### src/rtl/hslp_pkg.sv
// Shared types and step constants for the sequenced 2Hx2H multiplier controller.
package hslp_pkg;

    typedef enum logic [1:0] {
        IDLE = 2'd0,
        MUL  = 2'd1,
        DONE = 2'd2
    } state_t;

    localparam logic [1:0] STEP_LL = 2'd0;
    localparam logic [1:0] STEP_LH = 2'd1;
    localparam logic [1:0] STEP_HL = 2'd2;
    localparam logic [1:0] STEP_HH = 2'd3;

    // Left shift applied to the partial product issued at each step.
    function automatic int unsigned step_shift(input logic [1:0] step, input int unsigned half_w);
        case (step)
            STEP_LL:          return 0;
            STEP_LH, STEP_HL: return half_w;
            default:          return 2 * half_w;
        endcase
    endfunction

endpackage

### src/rtl/hslp_seq_ctrl_if.sv
// Operand, shared-multiplier and result signals of the sequencing controller.
interface hslp_seq_ctrl_if #(
    parameter int HALF_W = 4
) ();
    logic                  in_valid;
    logic                  in_ready;
    logic [2*HALF_W-1:0]   in_a;
    logic [2*HALF_W-1:0]   in_b;
    logic [3:0]            in_mode;
    logic [HALF_W-1:0]     m_a;
    logic [HALF_W-1:0]     m_b;
    logic                  m_approx;
    logic                  m_en;
    logic [2*HALF_W-1:0]   m_prod;
    logic                  out_valid;
    logic                  out_ready;
    logic [4*HALF_W-1:0]   out_prod;
    logic                  busy;

    modport master (
        input  in_valid, in_a, in_b, in_mode, m_prod, out_ready,
        output in_ready, m_a, m_b, m_approx, m_en, out_valid, out_prod, busy
    );

    modport slave (
        output in_valid, in_a, in_b, in_mode, m_prod, out_ready,
        input  in_ready, m_a, m_b, m_approx, m_en, out_valid, out_prod, busy
    );
endinterface

### src/rtl/hslp_shift_acc.sv
// Product accumulator: adds the step-shifted partial product each enabled cycle, modulo 2^PROD_W.
module hslp_shift_acc
    import hslp_pkg::*;
#(
    parameter int HALF_W = 4
) (
    input  logic                  clk,
    input  logic                  rst,
    input  logic                  clr,
    input  logic                  en,
    input  logic [1:0]            step,
    input  logic [2*HALF_W-1:0]   din,
    output logic [4*HALF_W-1:0]   acc
);
    localparam int PROD_W = 4 * HALF_W;

    logic [PROD_W-1:0] addend;

    assign addend = PROD_W'(din) << step_shift(step, HALF_W);

    always_ff @(posedge clk or posedge rst) begin
        if (rst) begin
            acc <= '0;
        end else if (clr) begin
            acc <= '0;
        end else if (en) begin
            acc <= acc + addend;
        end
    end
endmodule

### src/rtl/hslp_seq_ctrl.sv
// Time-multiplexes one HxH multiplier over four cycles (LL, LH, HL, HH) to build a 2Hx2H product.
module hslp_seq_ctrl
    import hslp_pkg::*;
#(
    parameter int HALF_W = 4
) (
    input  logic          clk,
    input  logic          rst,
    hslp_seq_ctrl_if.master bus
);
    localparam int OP_W   = 2 * HALF_W;
    localparam int PROD_W = 4 * HALF_W;

    state_t              state, state_nx;
    logic [1:0]          cnt;
    logic [OP_W-1:0]     a_q, b_q;
    logic [3:0]          mode_q;
    logic [PROD_W-1:0]   acc;
    logic                accept;
    logic                in_ready, m_en, out_valid, busy;

    always_ff @(posedge clk or posedge rst) begin
        if (rst) state <= IDLE;
        else     state <= state_nx;
    end

    always_comb begin
        state_nx  = state;
        accept    = 1'b0;
        in_ready  = 1'b0;
        m_en      = 1'b0;
        out_valid = 1'b0;
        busy      = 1'b0;
        case (state)
            IDLE: begin
                in_ready = 1'b1;
                if (bus.in_valid) begin
                    accept   = 1'b1;
                    state_nx = MUL;
                end
            end
            MUL: begin
                m_en = 1'b1;
                busy = 1'b1;
                if (cnt == STEP_HH) state_nx = DONE;
            end
            DONE: begin
                out_valid = 1'b1;
                busy      = 1'b1;
                if (bus.out_ready) state_nx = IDLE;
            end
            default: state_nx = IDLE;
        endcase
    end

    always_ff @(posedge clk or posedge rst) begin
        if (rst) begin
            cnt    <= '0;
            a_q    <= '0;
            b_q    <= '0;
            mode_q <= '0;
        end else if (accept) begin
            cnt    <= '0;
            a_q    <= bus.in_a;
            b_q    <= bus.in_b;
            mode_q <= bus.in_mode;
        end else if (m_en) begin
            cnt <= cnt + 2'd1;
        end
    end

    hslp_shift_acc #(
        .HALF_W(HALF_W)
    ) u_acc (
        .clk  (clk),
        .rst  (rst),
        .clr  (accept),
        .en   (m_en),
        .step (cnt),
        .din  (bus.m_prod),
        .acc  (acc)
    );

    // cnt bit1 selects the A half, bit0 the B half; operands are zeroed outside MUL.
    assign bus.m_a      = m_en ? (cnt[1] ? a_q[OP_W-1:HALF_W] : a_q[HALF_W-1:0]) : '0;
    assign bus.m_b      = m_en ? (cnt[0] ? b_q[OP_W-1:HALF_W] : b_q[HALF_W-1:0]) : '0;
    assign bus.m_approx = m_en & mode_q[cnt];
    assign bus.m_en     = m_en;
    assign bus.in_ready = in_ready;
    assign bus.out_valid = out_valid;
    assign bus.out_prod = out_valid ? acc : '0;
    assign bus.busy     = busy;
endmodule

### src/flat_wrapper.sv
// flat-port wrapper written by rule: the top's interface ports become plain ports
module hslp_seq_ctrl_flat import hslp_pkg::*;
#(
    parameter int HALF_W = 4
)
  (clk, rst, bus_in_valid, bus_in_a, bus_in_b, bus_in_mode, bus_m_prod, bus_out_ready, bus_in_ready, bus_m_a, bus_m_b, bus_m_approx, bus_m_en, bus_out_valid, bus_out_prod, bus_busy);
  hslp_seq_ctrl_if #(.HALF_W(HALF_W)) bus_i ();
  input  logic clk;
  input  logic rst;
  input wire logic [$bits(bus_i.in_valid)-1:0] bus_in_valid;
  input wire logic [$bits(bus_i.in_a)-1:0] bus_in_a;
  input wire logic [$bits(bus_i.in_b)-1:0] bus_in_b;
  input wire logic [$bits(bus_i.in_mode)-1:0] bus_in_mode;
  input wire logic [$bits(bus_i.m_prod)-1:0] bus_m_prod;
  input wire logic [$bits(bus_i.out_ready)-1:0] bus_out_ready;
  output wire logic [$bits(bus_i.in_ready)-1:0] bus_in_ready;
  output wire logic [$bits(bus_i.m_a)-1:0] bus_m_a;
  output wire logic [$bits(bus_i.m_b)-1:0] bus_m_b;
  output wire logic [$bits(bus_i.m_approx)-1:0] bus_m_approx;
  output wire logic [$bits(bus_i.m_en)-1:0] bus_m_en;
  output wire logic [$bits(bus_i.out_valid)-1:0] bus_out_valid;
  output wire logic [$bits(bus_i.out_prod)-1:0] bus_out_prod;
  output wire logic [$bits(bus_i.busy)-1:0] bus_busy;
  assign bus_i.in_valid = bus_in_valid;
  assign bus_i.in_a = bus_in_a;
  assign bus_i.in_b = bus_in_b;
  assign bus_i.in_mode = bus_in_mode;
  assign bus_i.m_prod = bus_m_prod;
  assign bus_i.out_ready = bus_out_ready;
  assign bus_in_ready = bus_i.in_ready;
  assign bus_m_a = bus_i.m_a;
  assign bus_m_b = bus_i.m_b;
  assign bus_m_approx = bus_i.m_approx;
  assign bus_m_en = bus_i.m_en;
  assign bus_out_valid = bus_i.out_valid;
  assign bus_out_prod = bus_i.out_prod;
  assign bus_busy = bus_i.busy;
  hslp_seq_ctrl #(.HALF_W(HALF_W)) u_core (.clk(clk), .rst(rst), .bus(bus_i));
endmodule
### config.mk
export PLATFORM = sky130hd
export DESIGN_NAME = hslp_seq_ctrl_flat
export DESIGN_NICKNAME = d
export VERILOG_FILES = /design/src/rtl/hslp_pkg.sv /design/src/rtl/hslp_seq_ctrl_if.sv /design/src/rtl/hslp_shift_acc.sv /design/src/rtl/hslp_seq_ctrl.sv /design/src/flat_wrapper.sv
export SDC_FILE = /design/constraint.sdc
export NUM_CORES = 1
export LEC_CHECK = 0
export CAP_MARGIN = 20
export CORE_MARGIN = 2
export CORE_UTILIZATION = 40
export DETAILED_ROUTE_END_ITERATION = 10
export GPL_TIMING_DRIVEN = 1
export PLACE_DENSITY = 0.75
export SLEW_MARGIN = 20
export SYNTH_ARGS = -nofsm -noshare
export SYNTH_HDL_FRONTEND = slang
export SYNTH_SLANG_ARGS = --single-unit
export TNS_END_PERCENT = 10
### constraint.sdc
create_clock -name clk -period 2.9 [get_ports clk]
set_clock_uncertainty 0.05 [all_clocks]
set_input_delay 0.29 -clock clk [delete_from_list [all_inputs] [get_ports clk]]
set_output_delay 0.29 -clock clk [all_outputs]
set_load 0.01 [all_outputs]
# After elaboration in Yosys (flattened, before gate mapping)
# Cells that the tools add are included.
[word_totals]
output_inout_bits = 29
wordCells = 47
register_bits = 40
in_bits = 32
[classes]
n_addsub = 2
n_eq_ne = 8
bitwise_logic = 1
n_reduce_logical = 6
shifts = 1
magnitude_cmp = 1
mux = 22
[ops]
columns = ["op", "count"]
rows = [
  ["2-to-1 mux 16 bit", 3],
  ["adder 16 bit", 1],
  ["2-to-1 mux 4 bit", 4],
  ["<< shifter 8 x 4 -> 16 bit", 1],
  ["2-to-1 mux 2 bit", 5],
  ["one-hot mux 4 bit (2 select lines)", 1],
  ["2-to-1 mux 1 bit", 7],
  ["== test 2 bit (second input constant)", 3],
  ["one-hot mux 2 bit (3 select lines)", 1],
  ["== test 2 x 1 -> 1 bit (second input constant)", 2],
  ["zero test 2 bit", 2],
  ["!= test 2 bit (second input constant)", 2],
  ["OR reduction 2 bit", 2],
  ["less-than comparator 2 x 3 -> 1 bit (second input constant)", 1],
  ["AND reduction 3 bit", 1],
  ["adder 2 x 1 -> 2 bit (second input constant)", 1],
  ["binary-select mux 1 bit (select 2 bit)", 1],
  ["!= test 2 x 1 -> 1 bit (second input constant)", 1],
  ["nonzero test 2 bit", 1],
  ["AND 1 bit", 1],
]

# Longest topological paths before layout
[depth]
ltp_word = 7
mapped_depth = 13
ltp_nobuf = 12

# Modules after synthesis
# Synthesis repeated with hierarchy kept, for this count alone.
[hier_totals]
hier_cells = 278
area_unflattened_um2 = 2795.2
[by_module_without_submodules]
columns = ["mod", "area_per_inst_um2", "cells_per_inst", "instances", "seq_area_each_um2"]
rows = [
  ["hslp_shift_acc", 1514.0, 173, 1, 400.4],
  ["hslp_seq_ctrl", 1281.2, 105, 1, 600.6],
]

# Least setup slack after synthesis
# No wires, ideal clock.
[synth_path]
path_kind = "register to register"
start = "register u_core.cnt[0]"
end = "register u_core.u_acc.acc[14]"
t_arrival_ps = 2707
synth_period_minus_slack_ps = 2850
setup_time_ps = 94
n_path_buf = 1
path_stages_with_launch = 12
t_required_ps = 2756
slack_ps = 50
cell_sequence = "dfrtp_1 -> ha_1 -> buf_2 -> nor2b_1 -> a22o_1 -> ha_1 -> a21o_1 -> a31o_1 -> a221o_1 -> a221oi_2 -> nor2_1 -> a211oi_1"
[synth_via]
elab_chain_cells = 7
word_cells_on_any_way = 9
classes_between = "add/sub: 1; eq/ne: 2; shift: 1; mux: 3; reduce/logical: 2"
[synth_rtl]
columns = ["element", "line_no", "source"]
rows = [
  ["start, declared", "hslp_seq_ctrl.sv:15", "logic [1:0] cnt;"],
  ["start signal, assigned", "hslp_seq_ctrl.sv:68", "cnt <= cnt + 2'd1;"],
  ["== test 2 x 1 -> 1 bit / == test 2 bit (equally long branches)", "hslp_pkg.sv:17", "case (step)"],
  ["OR reduction 2 bit", "hslp_pkg.sv:17", ""],
  ["one-hot mux 4 bit (2 select lines) *", "hslp_pkg.sv:17", ""],
  ["<< shifter 8 x 4 -> 16 bit *", "hslp_shift_acc.sv:19", "assign addend = PROD_W'(din) << step_shift(step, HALF_W);"],
  ["adder 16 bit *", "hslp_shift_acc.sv:27", "acc <= acc + addend;"],
  ["2-to-1 mux 16 bit *", "hslp_shift_acc.sv:26", "end else if (en) begin"],
  ["2-to-1 mux 16 bit *", "hslp_shift_acc.sv:24", "end else if (clr) begin"],
  ["end signal, assigned", "hslp_shift_acc.sv:27", ""],
  ["end, declared", "hslp_shift_acc.sv:13", "output logic [4*HALF_W-1:0] acc"],
]
# Mark *: on every way between the ends. The rest lies on a longest branch, timed or not. The select of a mux whose other input is x is not followed.
# A chain may end at the register's enable or synchronous reset.

# Final worst setup path
[layout_path]
start = "register u_core.cnt[1]"
end = "register u_core.u_acc.acc[14]"
# Same word-level chain as after synthesis.

==> impl_metrics.json <==
{
  "status": "finished, final reports clean",
  "maxSlewViolCount": 0,
  "p_int_mw": 2.26,
  "wire_per_inst_um": 14.7,
  "vias": 2704,
  "route.detailed.drc": 0,
  "initial_core_util_pct": 41.3,
  "synth_cell_types": 47,
  "maxCapViolations": 0,
  "grt_usage_pct": 21.1,
  "p_switching_mw": 1.69,
  "drt_iter0_drc": 102,
  "seqPwrFrac_pct": 24.7,
  "grt_pass1_wl_um": 12800,
  "die_area_um2": 7710,
  "nNetsFinal": 482,
  "numPortBuffers": 60,
  "clock_latency_ns": 0.29,
  "fin_cells": 526,
  "drive_above_1_share_pct": 16.3,
  "yosysWarnings": 0,
  "fmax_mhz": 348,
  "vdd_drop_max_v": 0.000475,
  "die_h_um": 87.8,
  "p_total_mw": 3.95,
  "start_kind": "flop",
  "numCtsBuffers": 5,
  "ios": 61,
  "routed_wl_um": 7720,
  "clockBufferDepth": 2,
  "dp_cells": 515,
  "async_flop_share_pct": 100,
  "worst_slew_pin_slew_ns": 0.677,
  "gr-total-overflow": 0,
  "leakagePower_nw": 1.88,
  "rows": 30,
  "die_x_um": 87.8,
  "core-area_um2": 6790,
  "hold_viol": 0,
  "grt_pass1_vias": 2741,
  "comb_power_share_pct": 65.8,
  "cp_max_fo": 7,
  "dr.pass1.iters": 4,
  "syn_avg_cell_area_um2": 8.23,
  "cts_tree": "done",
  "grt_max_degree": 41,
  "path_class": "flop to flop",
  "dp_hpwl_um": 5830,
  "setup_viol": 0,
  "worstPathRequired_ns": 3.05,
  "p_per_area_nw_per_um2": 993,
  "seq_area_frac_synth_pct": 35.7,
  "fin_crit_sh_pct": 99.1,
  "synth_fp_nets": 394,
  "whs_ns": 0.373,
  "ys.flop_type": "dfrtp_1",
  "syn_area_um2": 2810,
  "sw_frac_of_total_pct": 42.7,
  "setup_tns_ns": 0,
  "antennaDiodeCount": 0,
  "ys_seq_elements": 40,
  "synthCells": 341,
  "max-slew-margin-rel_pct": 54.9,
  "grt_antenna_before_repair": 0,
  "gp_routability_congestion": 0.919,
  "cp-end-kind": "flop",
  "rsz0062_at_grt": "true",
  "period_needed_ns": 2.87,
  "clk_pin_slew_ns": 0.08,
  "clkPwrFrac_pct": 9.5,
  "cts_root_buf": "clkbuf_8",
  "clock-sinks": 40,
  "drtAntennaViolNets": 0,
  "via_per_inst": 5.14,
  "area_delta_synth_final_pct": 41.6,
  "synth-edff-count": 0,
  "hp-class": "primary input to async pin",
  "critPathArrivalTime_ns": 3.03,
  "cts.htree.levels": 2
}
-- final timing paths --
path,startpoint,end,slack [ns],depth (start not counted)
max,u_core.cnt[1]$_DFFE_PP0P_,u_core.u_acc.acc[14]$_DFFE_PP0P_,0.03,10
min,rst,u_core.mode_q[2]$_DFFE_PP0P_,0.37,3
max reg2reg,u_core.cnt[1]$_DFFE_PP0P_,u_core.u_acc.acc[14]$_DFFE_PP0P_,0.03,10
min reg2reg,u_core.mode_q[3]$_DFFE_PP0P_,u_core.mode_q[3]$_DFFE_PP0P_,0.43,2
max in group asynchronous,rst,u_core.b_q[3]$_DFFE_PP0P_,2.08,3
min in group clk,u_core.mode_q[3]$_DFFE_PP0P_,u_core.mode_q[3]$_DFFE_PP0P_,0.43,2
-- synth_stat cells (2+ instances only) --
cell type / count / share of area (%)
nand2_1: 81 / 11
dfrtp_1: 40 / 36
nor2_1: 28 / 3.7
and2_1: 21 / 4.7
ha_1: 20 / 8.9
a21oi_1: 18 / 3.2
mux2i_1: 17 / 6.1
clkbuf_1: 16 / 2.1
inv_1: 9 / 1.2
o21ai_0: 9 / 1.6
nor2b_1: 8 / 1.8
nand3_1: 7 / 1.2
nor3_1: 7 / 1.2
a21o_1: 6 / 1.6
a22o_1: 4 / 1.2
o21ai_1: 4 / 0.71
a211oi_1: 3 / 0.80
o21a_1: 3 / 0.80
or3_1: 3 / 0.67
xnor2_1: 3 / 0.94
xor2_1: 3 / 0.94
and3_1: 2 / 0.45
nand3b_1: 2 / 0.53
nor4b_1: 2 / 0.62
o31a_1: 2 / 0.62
o31ai_1: 2 / 0.53
-- flip-flops by register name, summed over array words and instances (netlist names) --
register,flops
u_core.u_acc.acc,16
u_core.a_q,8
u_core.mode_q,4
u_core.state,2
u_core.cnt,2
u_core.b_q,8
-- power groups by stage --
stage	sequential, mW	clock [mW]	combinational [mW]
after global placement	0.962	0	2.35
after global routing	1.00	0.408	2.88
after CTS	0.963	0.384	2.44
final	0.974	0.376	2.60
after floorplan	0.918	0	1.52
after detailed placement	0.974	0	2.41
-- critical path, cell delays in order, from the launching register on --
cell      delay [ns]
dfrtp_1         0.42
ha_4            0.35
mux2i_2         0.26
nor2_1          0.07
ha_1            0.30
a21o_1          0.19
a31o_1          0.23
a221o_1         0.33
a221oi_2        0.31
nor2_1          0.07
a211oi_1        0.20
-- stage by stage --
stage,setup WS [ns],instance area [um2],utilization (%)
final,0.0265,3980,58.5
after global routing,-0.119,3980,58.5
after CTS,-0.0328,3840,56.6
after detailed placement,-0.107,3730,54.8
after global placement,-0.0467,3730,54.8
after floorplan,0.0496,2810,-
-- metal layers --
layer	track usage [%]	routed length, um
met1	27.2	3460
met2	37.5	3830
met3	3.39	404
met4	4.34	25
met5	0	0
-- layout make-up --
cell class                 count  area (um2)
inverter                       9        33.8
multi-input combinational    275        1850
clock buffer                   6        72.6
fill                         604        2820
timing repair buffer          98         886
tap                           96         120
clock inverter                 2        16.3
sequential                    40        1000
-- placed cells by master (no fill, tap or decap), types with 3 or more instances in the layout --
cell,synthesis,layout
o21ai_1,4,4
o21a_1,3,3
nand2_1,81,81
a21oi_1,18,16
or3_1,3,3
ha_1,20,14
a21o_1,6,6
nor2b_1,8,5
nand3_1,7,7
ha_4,0,4
clkdlybuf4s50_1,0,60
xor2_1,3,3
o21ai_0,9,9
clkbuf_8,0,5
dfrtp_1,40,40
buf_4,0,38
nor2_1,28,27
inv_1,9,9
and2_1,21,20
mux2i_1,17,14
nor3_1,7,7
a22o_1,4,4
xnor2_1,3,3
-- kinds of logic (layout without fill, tap and decap cells) --
family / Yosys count / in the layout / share of synthesized area [%]
xor+xnor: 6 / 6 / 1.87
buf+inv: 26 / 115 / 3.52
flops: 40 / 40 / 35.7
mux: 18 / 18 / 6.86
simple gates: 168 / 168 / 27.7
fa+ha+maj: 21 / 21 / 9.63
compound gates: 62 / 62 / 14.8
-- timing repair --
item	CTS	global route
hold endpoints to repair	0	0
pin swaps	0	12
gates resized for setup	7	20
cloned	0	0
endpoints found under the setup margin	7	9
hold buffers	0	0
setup buffers	0	3
No activity file was read; power rests on OpenSTA's default activity.
